<file path="config.mk">
export PLATFORM = sky130hd
export DESIGN_NAME = i2c_master_arbiter
export DESIGN_NICKNAME = d
export VERILOG_FILES = /design/src/rtl/i2c_master_arbiter.sv
export SDC_FILE = /design/constraint.sdc
export NUM_CORES = 1
export LEC_CHECK = 0
export BUFFER_PORTS_ARGS = -buffer_cell sky130_fd_sc_hd__buf_2
export CAP_MARGIN = 20
export CORE_MARGIN = 2
export CORE_UTILIZATION = 46
export DETAILED_ROUTE_END_ITERATION = 6
export PLACE_DENSITY = 0.72
export REMOVE_ABC_BUFFERS = 1
export SETUP_SLACK_MARGIN = 0.5
export SLEW_MARGIN = 15
export SYNTH_ARGS = -nofsm -noshare
export SYNTH_HDL_FRONTEND = slang
export SYNTH_SLANG_ARGS = --single-unit
</file>
<file path="constraint.sdc">
create_clock -name clk -period 7.5 [get_ports clk]
set_input_delay 1.5 -clock clk [delete_from_list [all_inputs] [get_ports clk]]
set_output_delay 1.5 -clock clk [all_outputs]
set_load 0.01 [all_outputs]
</file>
<file path="src/rtl/i2c_master_arbiter.sv">
// Round-robin arbiter sharing one I2C master port among NUM_REQ requesters.
// Optional completion timeout enabled by defining I2C_ARB_TIMEOUT_EN.
module i2c_master_arbiter #(
  parameter int unsigned NUM_REQ        = 4,
  parameter int unsigned SEND_CYCLES    = 10,
  parameter int unsigned TIMEOUT_CYCLES = 4096
) (
  input  logic                 clk,
  input  logic                 rst,
  input  logic [NUM_REQ-1:0]   req,
  input  logic [NUM_REQ-1:0]   req_rw,
  input  logic [7*NUM_REQ-1:0] req_addr,
  input  logic [8*NUM_REQ-1:0] req_data,
  output logic [NUM_REQ-1:0]   gnt,
  output logic [NUM_REQ-1:0]   done,
  output logic                 err,
  output logic [7:0]           rd_data,
  output logic                 busy,
  output logic                 send,
  output logic                 r_w,
  output logic [6:0]           master_address,
  output logic [7:0]           data_in_1,
  input  logic                 tx_done,
  input  logic                 rx_done,
  input  logic [7:0]           data_out_master
);

  localparam int unsigned IdxW   = (NUM_REQ > 1) ? $clog2(NUM_REQ) : 1;
  localparam int unsigned MaxCnt = (SEND_CYCLES > TIMEOUT_CYCLES) ? SEND_CYCLES : TIMEOUT_CYCLES;
  localparam int unsigned CntW   = $clog2(MaxCnt + 1);

  typedef enum logic [1:0] {StIdle, StLaunch, StWait, StComplete} state_e;

  state_e          state_q, state_d;
  logic [IdxW-1:0] idx_q, idx_d;
  logic [IdxW-1:0] ptr_q, ptr_d;
  logic            rw_q, rw_d;
  logic [6:0]      addr_q, addr_d;
  logic [7:0]      wdata_q, wdata_d;
  logic [CntW-1:0] cnt_q, cnt_d;
  logic            flag_q, flag_d;
  logic [7:0]      cap_q, cap_d;
  logic [7:0]      rd_q, rd_d;
  logic            to_q, to_d;

  logic            win_found;
  int unsigned     win_k;
  logic            match;

  // First pending request at or above the pointer, wrapping around.
  always_comb begin
    win_found = 1'b0;
    win_k     = 0;
    for (int unsigned i = 0; i < NUM_REQ; i++) begin
      if (!win_found && req[(32'(ptr_q) + i) % NUM_REQ]) begin
        win_found = 1'b1;
        win_k     = (32'(ptr_q) + i) % NUM_REQ;
      end
    end
  end

  assign match = rw_q ? rx_done : tx_done;

  always_comb begin
    state_d = state_q;
    idx_d   = idx_q;
    ptr_d   = ptr_q;
    rw_d    = rw_q;
    addr_d  = addr_q;
    wdata_d = wdata_q;
    cnt_d   = cnt_q;
    flag_d  = flag_q;
    cap_d   = cap_q;
    rd_d    = rd_q;
    to_d    = to_q;

    // Sticky completion capture; only the first matching pulse is kept.
    if ((state_q == StLaunch || state_q == StWait) && match && !flag_q) begin
      flag_d = 1'b1;
      if (rw_q) cap_d = data_out_master;
    end

    unique case (state_q)
      StIdle: begin
        if (win_found) begin
          idx_d   = IdxW'(win_k);
          rw_d    = req_rw[win_k];
          addr_d  = req_addr[7*win_k +: 7];
          wdata_d = req_data[8*win_k +: 8];
          cnt_d   = CntW'(SEND_CYCLES);
          flag_d  = 1'b0;
          to_d    = 1'b0;
          state_d = StLaunch;
        end
      end
      StLaunch: begin
        if (cnt_q <= CntW'(1)) begin
          cnt_d   = CntW'(TIMEOUT_CYCLES);
          state_d = StWait;
        end else begin
          cnt_d = cnt_q - CntW'(1);
        end
      end
      StWait: begin
        if (flag_q) begin
          if (rw_q) rd_d = cap_q;
          state_d = StComplete;
        end
`ifdef I2C_ARB_TIMEOUT_EN
        else if (cnt_q <= CntW'(1)) begin
          to_d    = 1'b1;
          state_d = StComplete;
        end else begin
          cnt_d = cnt_q - CntW'(1);
        end
`endif
      end
      StComplete: begin
        ptr_d   = (idx_q == IdxW'(NUM_REQ - 1)) ? '0 : idx_q + IdxW'(1);
        state_d = StIdle;
      end
      default: state_d = StIdle;
    endcase
  end

  always_ff @(posedge clk or negedge rst) begin
    if (!rst) begin
      state_q <= StIdle;
      idx_q   <= '0;
      ptr_q   <= '0;
      rw_q    <= 1'b0;
      addr_q  <= '0;
      wdata_q <= '0;
      cnt_q   <= '0;
      flag_q  <= 1'b0;
      cap_q   <= '0;
      rd_q    <= '0;
      to_q    <= 1'b0;
    end else begin
      state_q <= state_d;
      idx_q   <= idx_d;
      ptr_q   <= ptr_d;
      rw_q    <= rw_d;
      addr_q  <= addr_d;
      wdata_q <= wdata_d;
      cnt_q   <= cnt_d;
      flag_q  <= flag_d;
      cap_q   <= cap_d;
      rd_q    <= rd_d;
      to_q    <= to_d;
    end
  end

  // Decoded from the state register so that reset clears them at once.
  always_comb begin
    gnt  = '0;
    done = '0;
    if (state_q != StIdle) gnt = NUM_REQ'(1) << idx_q;
    if (state_q == StComplete) done = NUM_REQ'(1) << idx_q;
  end

  assign err            = (state_q == StComplete) && to_q;
  assign busy           = (state_q != StIdle);
  assign send           = (state_q == StLaunch);
  assign r_w            = rw_q;
  assign master_address = addr_q;
  assign data_in_1      = wdata_q;
  assign rd_data        = rd_q;

endmodule

</file>
Word-level counts from Yosys, hierarchy flattened

Cells that the tools add are included.

Register bits: 52
Bits in latches: 0
Bits in writable memories: 0
Bits in read-only memories: 0
Logic and storage cells: 82
Memories: 0

Add/subtract/negate cells: 5
$mul: 1
Divide/modulo/power cells: 0
$lt $le $gt $ge: 6
Equality and inequality tests: 7
Shifts and indexed selects: 3
Muxes and demuxes: 32
Bitwise logic cells: 0
Reduce and logical (&&, ||, !) cells: 18

Operators by type and width:

| kind                    | count |
|---|---|
| $mux W32                | 2 |
| $shiftx A28 B33 Y7      | 1 |
| $shiftx A32 B33 Y8      | 1 |
| $lt A32 B3 Y1 const B   | 1 |
| $mul A3 B32 Y32 const A | 1 |
| $mux W13                | 2 |
| $pmux W13 S2            | 1 |
| $le A13 B1 Y1 const B   | 1 |
| $mux W1                 | 13 |
| $sub A13 B1 Y13 const B | 1 |
| $lt A2 B3 Y1 const B    | 4 |
| $mux W2                 | 6 |
| $bmux W1 S2             | 5 |
| $mux W4                 | 2 |
| $pmux W2 S4             | 1 |
| $eq A2 B2 Y1 const B    | 3 |
| $reduce_and A2 Y1       | 3 |
| $reduce_and A3 Y1       | 2 |
| $logic_and A1 B1 Y1     | 5 |
| $add A2 B1 Y2 const B   | 2 |
| $add A2 B2 Y2 const B   | 2 |
| $logic_not A1 Y1        | 4 |
| $ne A2 B2 Y1 const B    | 2 |
| $reduce_bool A2 Y1      | 2 |
| other kinds (5)         | 5 |

Logic depth before layout (Yosys ltp)

Depth in word-level cells: 14
Depth in mapped cells: 14

Least setup slack after synthesis

Ideal clock, no wire load.

Path type: input to register
Start: in req[3]
End: reg addr_q[2] (netlist: master_address[2])
Arrival: 4.819 ns
Setup slack: 2.553 ns
Stages on the path: 14
Path through: nand2b_1 -> and4b_4 -> or2_4 -> inv_2 -> buf_2 -> clkbuf_1 -> ha_1 -> inv_1 -> buf_1 -> clkbuf_1 -> mux4_1 -> a22o_1 -> a211oi_1 -> o21ai_0

Longest elaborated chain between the ends: 14
Elaborated cells between the ends (all ways): 25
Those cells by class: mul: 1; shift: 1; mux: 16; reduce/logical: 7

Ends and longest elaborated chain:

| item                          | line | RTL |
|---|---|---|
| start, declared               | 10   | `input logic [NUM_REQ-1:0] req,` |
| $bmux W1 S2                   | 55   | `if (!win_found && req[(32'(ptr_q) + i) % NUM_REQ]) begin` |
| $mux W1 (not written as such) | 55   |  |
| $mux W1                       | 55   |  |
| $logic_not A1 Y1              | 55   |  |
| $logic_and A1 B1 Y1           | 55   |  |
| $mux W1                       | 55   |  |
| $logic_not A1 Y1              | 55   |  |
| $logic_and A1 B1 Y1           | 55   |  |
| $mux W1                       | 55   |  |
| $logic_not A1 Y1              | 55   |  |
| $logic_and A1 B1 Y1           | 55   |  |
| $mux W32                      | 55   |  |
| $mul A3 B32 Y32               | 88   | `addr_d = req_addr[7*win_k +: 7];` |
| $shiftx A28 B33 Y7            | 88   |  |
| end signal, assigned          | 144  | `addr_q <= addr_d;` |
| end, declared                 | 38   | `logic [6:0] addr_q, addr_d;` |

Several ways; a longest one is shown, not always the timed one. The select of a mux whose other input is x is not followed.
A chain may end at the register's enable or synchronous reset.

Worst setup path after layout

Start: in req[0]
End: reg addr_q[0] (netlist: master_address[0])

Same word-level chain as after synthesis.

==> metrics.txt <==
# TYPE chip_impl_metric gauge
chip_impl_info{name="status",value="completed"} 1
chip_impl_info{name="crit_family",value="buffers and inverters"} 1
chip_impl_metric{name="worst-r2r-cell-count",unit=""} 9
chip_impl_metric{name="worstPathRequired",unit="ns"} 7.69
chip_impl_metric{name="total_of_warnings_raised_by_yosys",unit=""} 0
chip_impl_metric{name="clk_latency",unit="ns"} 0.31
chip_impl_info{name="min-delay-path-class",value="reg -> reg"} 1
chip_impl_metric{name="max-clock-path-buffers",unit=""} 2
chip_impl_info{name="synth.largest_area_cell",value="sky130_fd_sc_hd__dfrtp_1"} 1
chip_impl_metric{name="pwr_density",unit="nW/µm²"} 400
chip_impl_metric{name="hold_path_depth",unit=""} 2
chip_impl_metric{name="crit_path_max_incr_delay",unit="ns"} 0.67
chip_impl_metric{name="preCtsSetupSlack",unit="ns"} 1.66
chip_impl_metric{name="wire_length_of_the_first_global_routing_pass",unit="µm"} 14500
chip_impl_info{name="worstPathCellList",value="buf_2 > nor2b_1 > nor4_1 > or2_4 > inv_2 > ha_1 > inv_1 > mux4_1 > mux4_2 > o31a_1"} 1
chip_impl_metric{name="setup_tns",unit="ns"} 0
chip_impl_metric{name="syn-instance-count",unit=""} 403
chip_impl_metric{name="async_reset_ff_frac",unit=""} 1.00
chip_impl_metric{name="ys_ff_latch",unit=""} 52
chip_impl_metric{name="port-buffer-count",unit=""} 113
chip_impl_metric{name="fill_cells",unit=""} 766
chip_impl_info{name="setup_repair_after_global_routing_missed_its_margin",value="no"} 1
chip_impl_info{name="synth_area_leaders",value="sky130_fd_sc_hd__dfrtp_1 33%, sky130_fd_sc_hd__mux4_2 10%, sky130_fd_sc_hd__mux4_1 6.1%, sky130_fd_sc_hd__nor2_1 5.6%, sky130_fd_sc_hd__mux2_2 5.5%"} 1
chip_impl_metric{name="cts.sinks",unit=""} 52
chip_impl_metric{name="fmax",unit="MHz"} 181
chip_impl_metric{name="globalRouteMet2Util",unit=""} 0.334
chip_impl_metric{name="max-slew-margin-rel",unit=""} 0.389
chip_impl_metric{name="fin_cells",unit=""} 610
chip_impl_metric{name="ioPinCount",unit=""} 115
chip_impl_metric{name="die_height",unit="µm"} 96.0
chip_impl_metric{name="gp_congestion",unit=""} 0.875
chip_impl_info{name="global_route.peak_usage_layer",value="met2"} 1
chip_impl_metric{name="grt.met3_usage",unit=""} 0.0290
chip_impl_metric{name="drv_cap",unit=""} 0
chip_impl_metric{name="fin_skew",unit="ns"} 0.00761
chip_impl_metric{name="place_hpwl",unit="µm"} 6870
chip_impl_metric{name="finalSetupViolations",unit=""} 0
chip_impl_metric{name="cts_setup_buffers",unit=""} 0
chip_impl_metric{name="muxShareOfSynthArea",unit=""} 0.230
chip_impl_metric{name="cp.arrival",unit="ns"} 5.71
chip_impl_metric{name="row_count",unit=""} 33
chip_impl_metric{name="power",unit="mW"} 1.82
chip_impl_metric{name="postSynthAreaPerCell",unit="µm²"} 9.67
chip_impl_metric{name="drc_errors",unit=""} 0
chip_impl_info{name="tritoncts",value="yes"} 1
chip_impl_metric{name="firstDrtPassIters",unit=""} 4
chip_impl_info{name="synth_ff_type",value="sky130_fd_sc_hd__dfrtp_1"} 1
chip_impl_metric{name="timing_max_transition_violations_final",unit=""} 0
chip_impl_info{name="worst_r2r_startpoint",value="ptr_q[0]"} 1
chip_impl_metric{name="initial_utilization",unit=""} 0.474
chip_impl_metric{name="placed_cells_incl_taps",unit=""} 602
chip_impl_metric{name="antenna_diode_count",unit=""} 0
chip_impl_info{name="timing.rr.end",value="master_address[0]"} 1
chip_impl_metric{name="groute.layer.met1.usage",unit=""} 0.265
chip_impl_metric{name="post-route-min-period",unit="ns"} 5.52
chip_impl_metric{name="synth-simple-area-share",unit=""} 0.210
chip_impl_info{name="cts_root_buffer",value="sky130_fd_sc_hd__clkbuf_8"} 1
chip_impl_metric{name="drt_iter0_markers",unit=""} 172
chip_impl_metric{name="post_synth_num_cell_types",unit=""} 53
chip_impl_metric{name="buffers_and_inverters_on_the_worst_path",unit=""} 3
chip_impl_metric{name="cts-hold-fix-buffers",unit=""} 0
chip_impl_metric{name="routed_wire_length_per_instance",unit="µm"} 14.8
chip_impl_metric{name="synth.cell_area",unit="µm²"} 3900
chip_impl_metric{name="total_number_of_vias",unit=""} 3382
chip_impl_metric{name="timing.final.crit_share",unit=""} 0.736
chip_impl_metric{name="viasPerCell",unit=""} 5.54
chip_impl_info{name="worst_setup_path_start_kind",value="primary input"} 1
chip_impl_metric{name="layout-area-overhead-vs-synth",unit="%"} 16.7
chip_impl_metric{name="r2r_setup_slack",unit="ns"} 2.95
chip_impl_metric{name="core",unit="µm²"} 8220
chip_impl_metric{name="synth_enable_flop_cells",unit=""} 0
chip_impl_info{name="layout.cells.most_common_list",value="113 x sky130_fd_sc_hd__buf_2, 58 x sky130_fd_sc_hd__nor2_1, 52 x sky130_fd_sc_hd__dfrtp_1, 47 x sky130_fd_sc_hd__nand2_1, 29 x sky130_fd_sc_hd__o21ai_0"} 1
chip_impl_metric{name="max_slew.worst_pin.slew",unit="ns"} 0.913
chip_impl_metric{name="vdd.ir_drop.worst",unit="mV"} 0.232
chip_impl_info{name="timing.critical_path.slowest_stage_cell",value="sky130_fd_sc_hd__mux4_1"} 1
chip_impl_metric{name="ys_seq_area_frac",unit=""} 0.334
chip_impl_metric{name="finalNetCount",unit=""} 599
chip_impl_info{name="layout_commonest_cell",value="sky130_fd_sc_hd__buf_2"} 1
chip_impl_metric{name="post_synth_xor_area_fraction",unit=""} 0.0180
chip_impl_info{name="critical_path_class",value="in -> reg"} 1
chip_impl_metric{name="globalRouteOverflowTotal",unit=""} 0
chip_impl_metric{name="synth_compound_gate_area_share",unit=""} 0.105
chip_impl_info{name="synth_top_family_by_area",value="multiplexers"} 1
chip_impl_metric{name="drive_above_1_share",unit=""} 0.333
chip_impl_metric{name="postLayoutCoreUtil",unit=""} 0.554
chip_impl_info{name="critical_path.endpoint_type",value="flip-flop"} 1
chip_impl_info{name="min_from",value="data_in_1[0]"} 1
chip_impl_metric{name="post_cts.resized_instances",unit=""} 0
chip_impl_metric{name="postRouteAntennaNets",unit=""} 0
chip_impl_metric{name="power_leakage",unit="nW"} 2.15
chip_impl_metric{name="least_setup_slack_across_all_paths_after_layout",unit="ns"} 1.98
chip_impl_info{name="whs_endpoint",value="data_in_1[0]"} 1
chip_impl_metric{name="fraction_of_post_synthesis_cell_area_in_the_top_cell_type_by_area",unit=""} 0.334
chip_impl_metric{name="routed_wl",unit="µm"} 9000
chip_impl_metric{name="first_global_vias",unit=""} 3118
chip_impl_metric{name="pin_count_of_the_biggest_net_entering_global_routing",unit=""} 53
chip_impl_metric{name="critical_path.max_fanout",unit=""} 39
chip_impl_metric{name="finalHoldViolations",unit=""} 0
chip_impl_metric{name="tritoncts.num_buffers",unit=""} 5
chip_impl_metric{name="synth-adder-area-share",unit=""} 0.0482
chip_impl_metric{name="dieWidth",unit="µm"} 96.0
chip_impl_metric{name="grt_use_total",unit=""} 0.197
chip_impl_metric{name="number_of_antenna_violations_at_the_first_check_in_global_routing",unit=""} 0
chip_impl_metric{name="design.die.area",unit="µm²"} 9220
chip_impl_metric{name="clkSlewWorstSetupHoldPaths",unit="ns"} 0.09
chip_impl_metric{name="number_of_levels_the_h_tree_was_split_into",unit=""} 2
## worst reg2reg max path, stage by stage (launching register included)
cell                      delay (ns)
sky130_fd_sc_hd__dfrtp_1        0.40
sky130_fd_sc_hd__nor2b_1        0.09
sky130_fd_sc_hd__nor4_1         0.41
sky130_fd_sc_hd__or2_4          0.52
sky130_fd_sc_hd__inv_2          0.41
sky130_fd_sc_hd__ha_1           0.53
sky130_fd_sc_hd__inv_1          0.66
sky130_fd_sc_hd__mux4_1         0.68
sky130_fd_sc_hd__mux4_2         0.48
sky130_fd_sc_hd__o31a_1         0.26
## worst max-delay path by stage
stage                     slack, ns                end  cells past startpoint    from
after detailed placement       1.66  master_address[0]                     10  req[0]
final                          1.98  master_address[0]                     10  req[0]
after floorplan                2.19  master_address[0]                      9  req[0]
after CTS                      1.98  master_address[0]                     10  req[0]
after global placement         1.85  master_address[0]                     10  req[0]
after global routing           1.77  master_address[0]                     10  req[0]
## through the flow
step           hold slack (ns)  instance area, µm²
2_1_floorplan            0.475                3740
3_3_place_gp             0.461                4460
3_5_place_dp             0.471                4460
4_1_cts                  0.493                4550
5_1_grt                  0.523                4550
6_report                 0.490                4550
## layer usage
metal | vias to the layer above | part of all wire
met5 | - | 0
met4 | 0 | 0.011
met3 | 8 | 0.044
met2 | 94 | 0.50
met1 | 1619 | 0.44
li1 | 1661 | -
## state kept, by name, indices dropped and copies added (netlist names)
name	count
master_address	7
cnt_q	13
r_w	1
state_q	2
rd_data	8
ptr_q	2
idx_q	2
cap_q	8
data_in_1	8
flag_q	1
## Yosys cell counts (all sizes together), types with 5 or more instances
| library cell | instances |
|---|---|
| nor2 | 59 |
| dfrtp | 52 |
| nand2 | 47 |
| o21ai | 30 |
| mux4 | 27 |
| mux2 | 19 |
| clkbuf | 16 |
| nand3 | 16 |
| ha | 15 |
| inv | 14 |
| a21oi | 10 |
| nor3 | 10 |
| nand2b | 6 |
| nor2b | 6 |
| and2 | 5 |
| buf | 5 |
| nor4 | 5 |
| o22ai | 5 |
| xnor2 | 5 |
## kinds of logic after synthesis
| family | Yosys count |
|---|---|
| buffers and inverters | 36 |
| adder cells (fa/ha/maj) | 15 |
| AND/OR/NAND/NOR | 174 |
| other | 1 |
| flip-flops | 52 |
| multiplexers | 50 |
| AO/OA/AOI/OAI | 67 |
| XOR/XNOR | 8 |
## power breakdown
group | switching [mW] | internal, mW | total [mW]
Clock | 0.0968 | 0.0671 | 0.164
Sequential | 0.0898 | 0.413 | 0.503
Combinational | 0.621 | 0.529 | 1.15
Total | 0.808 | 1.01 | 1.82
## cell type report
type,count,area [µm²],share of cell area
Multi-Input combinational cell,315,2390,0.525
Sequential cell,52,1300,0.286
Timing Repair Buffer,115,581,0.128
Tap cell,105,131,0.0289
Clock buffer,5,68.8,0.0151
Inverter,15,56.3,0.0124
Clock inverter,3,22.5,0.00495
(Power assumes the default switching activity.)
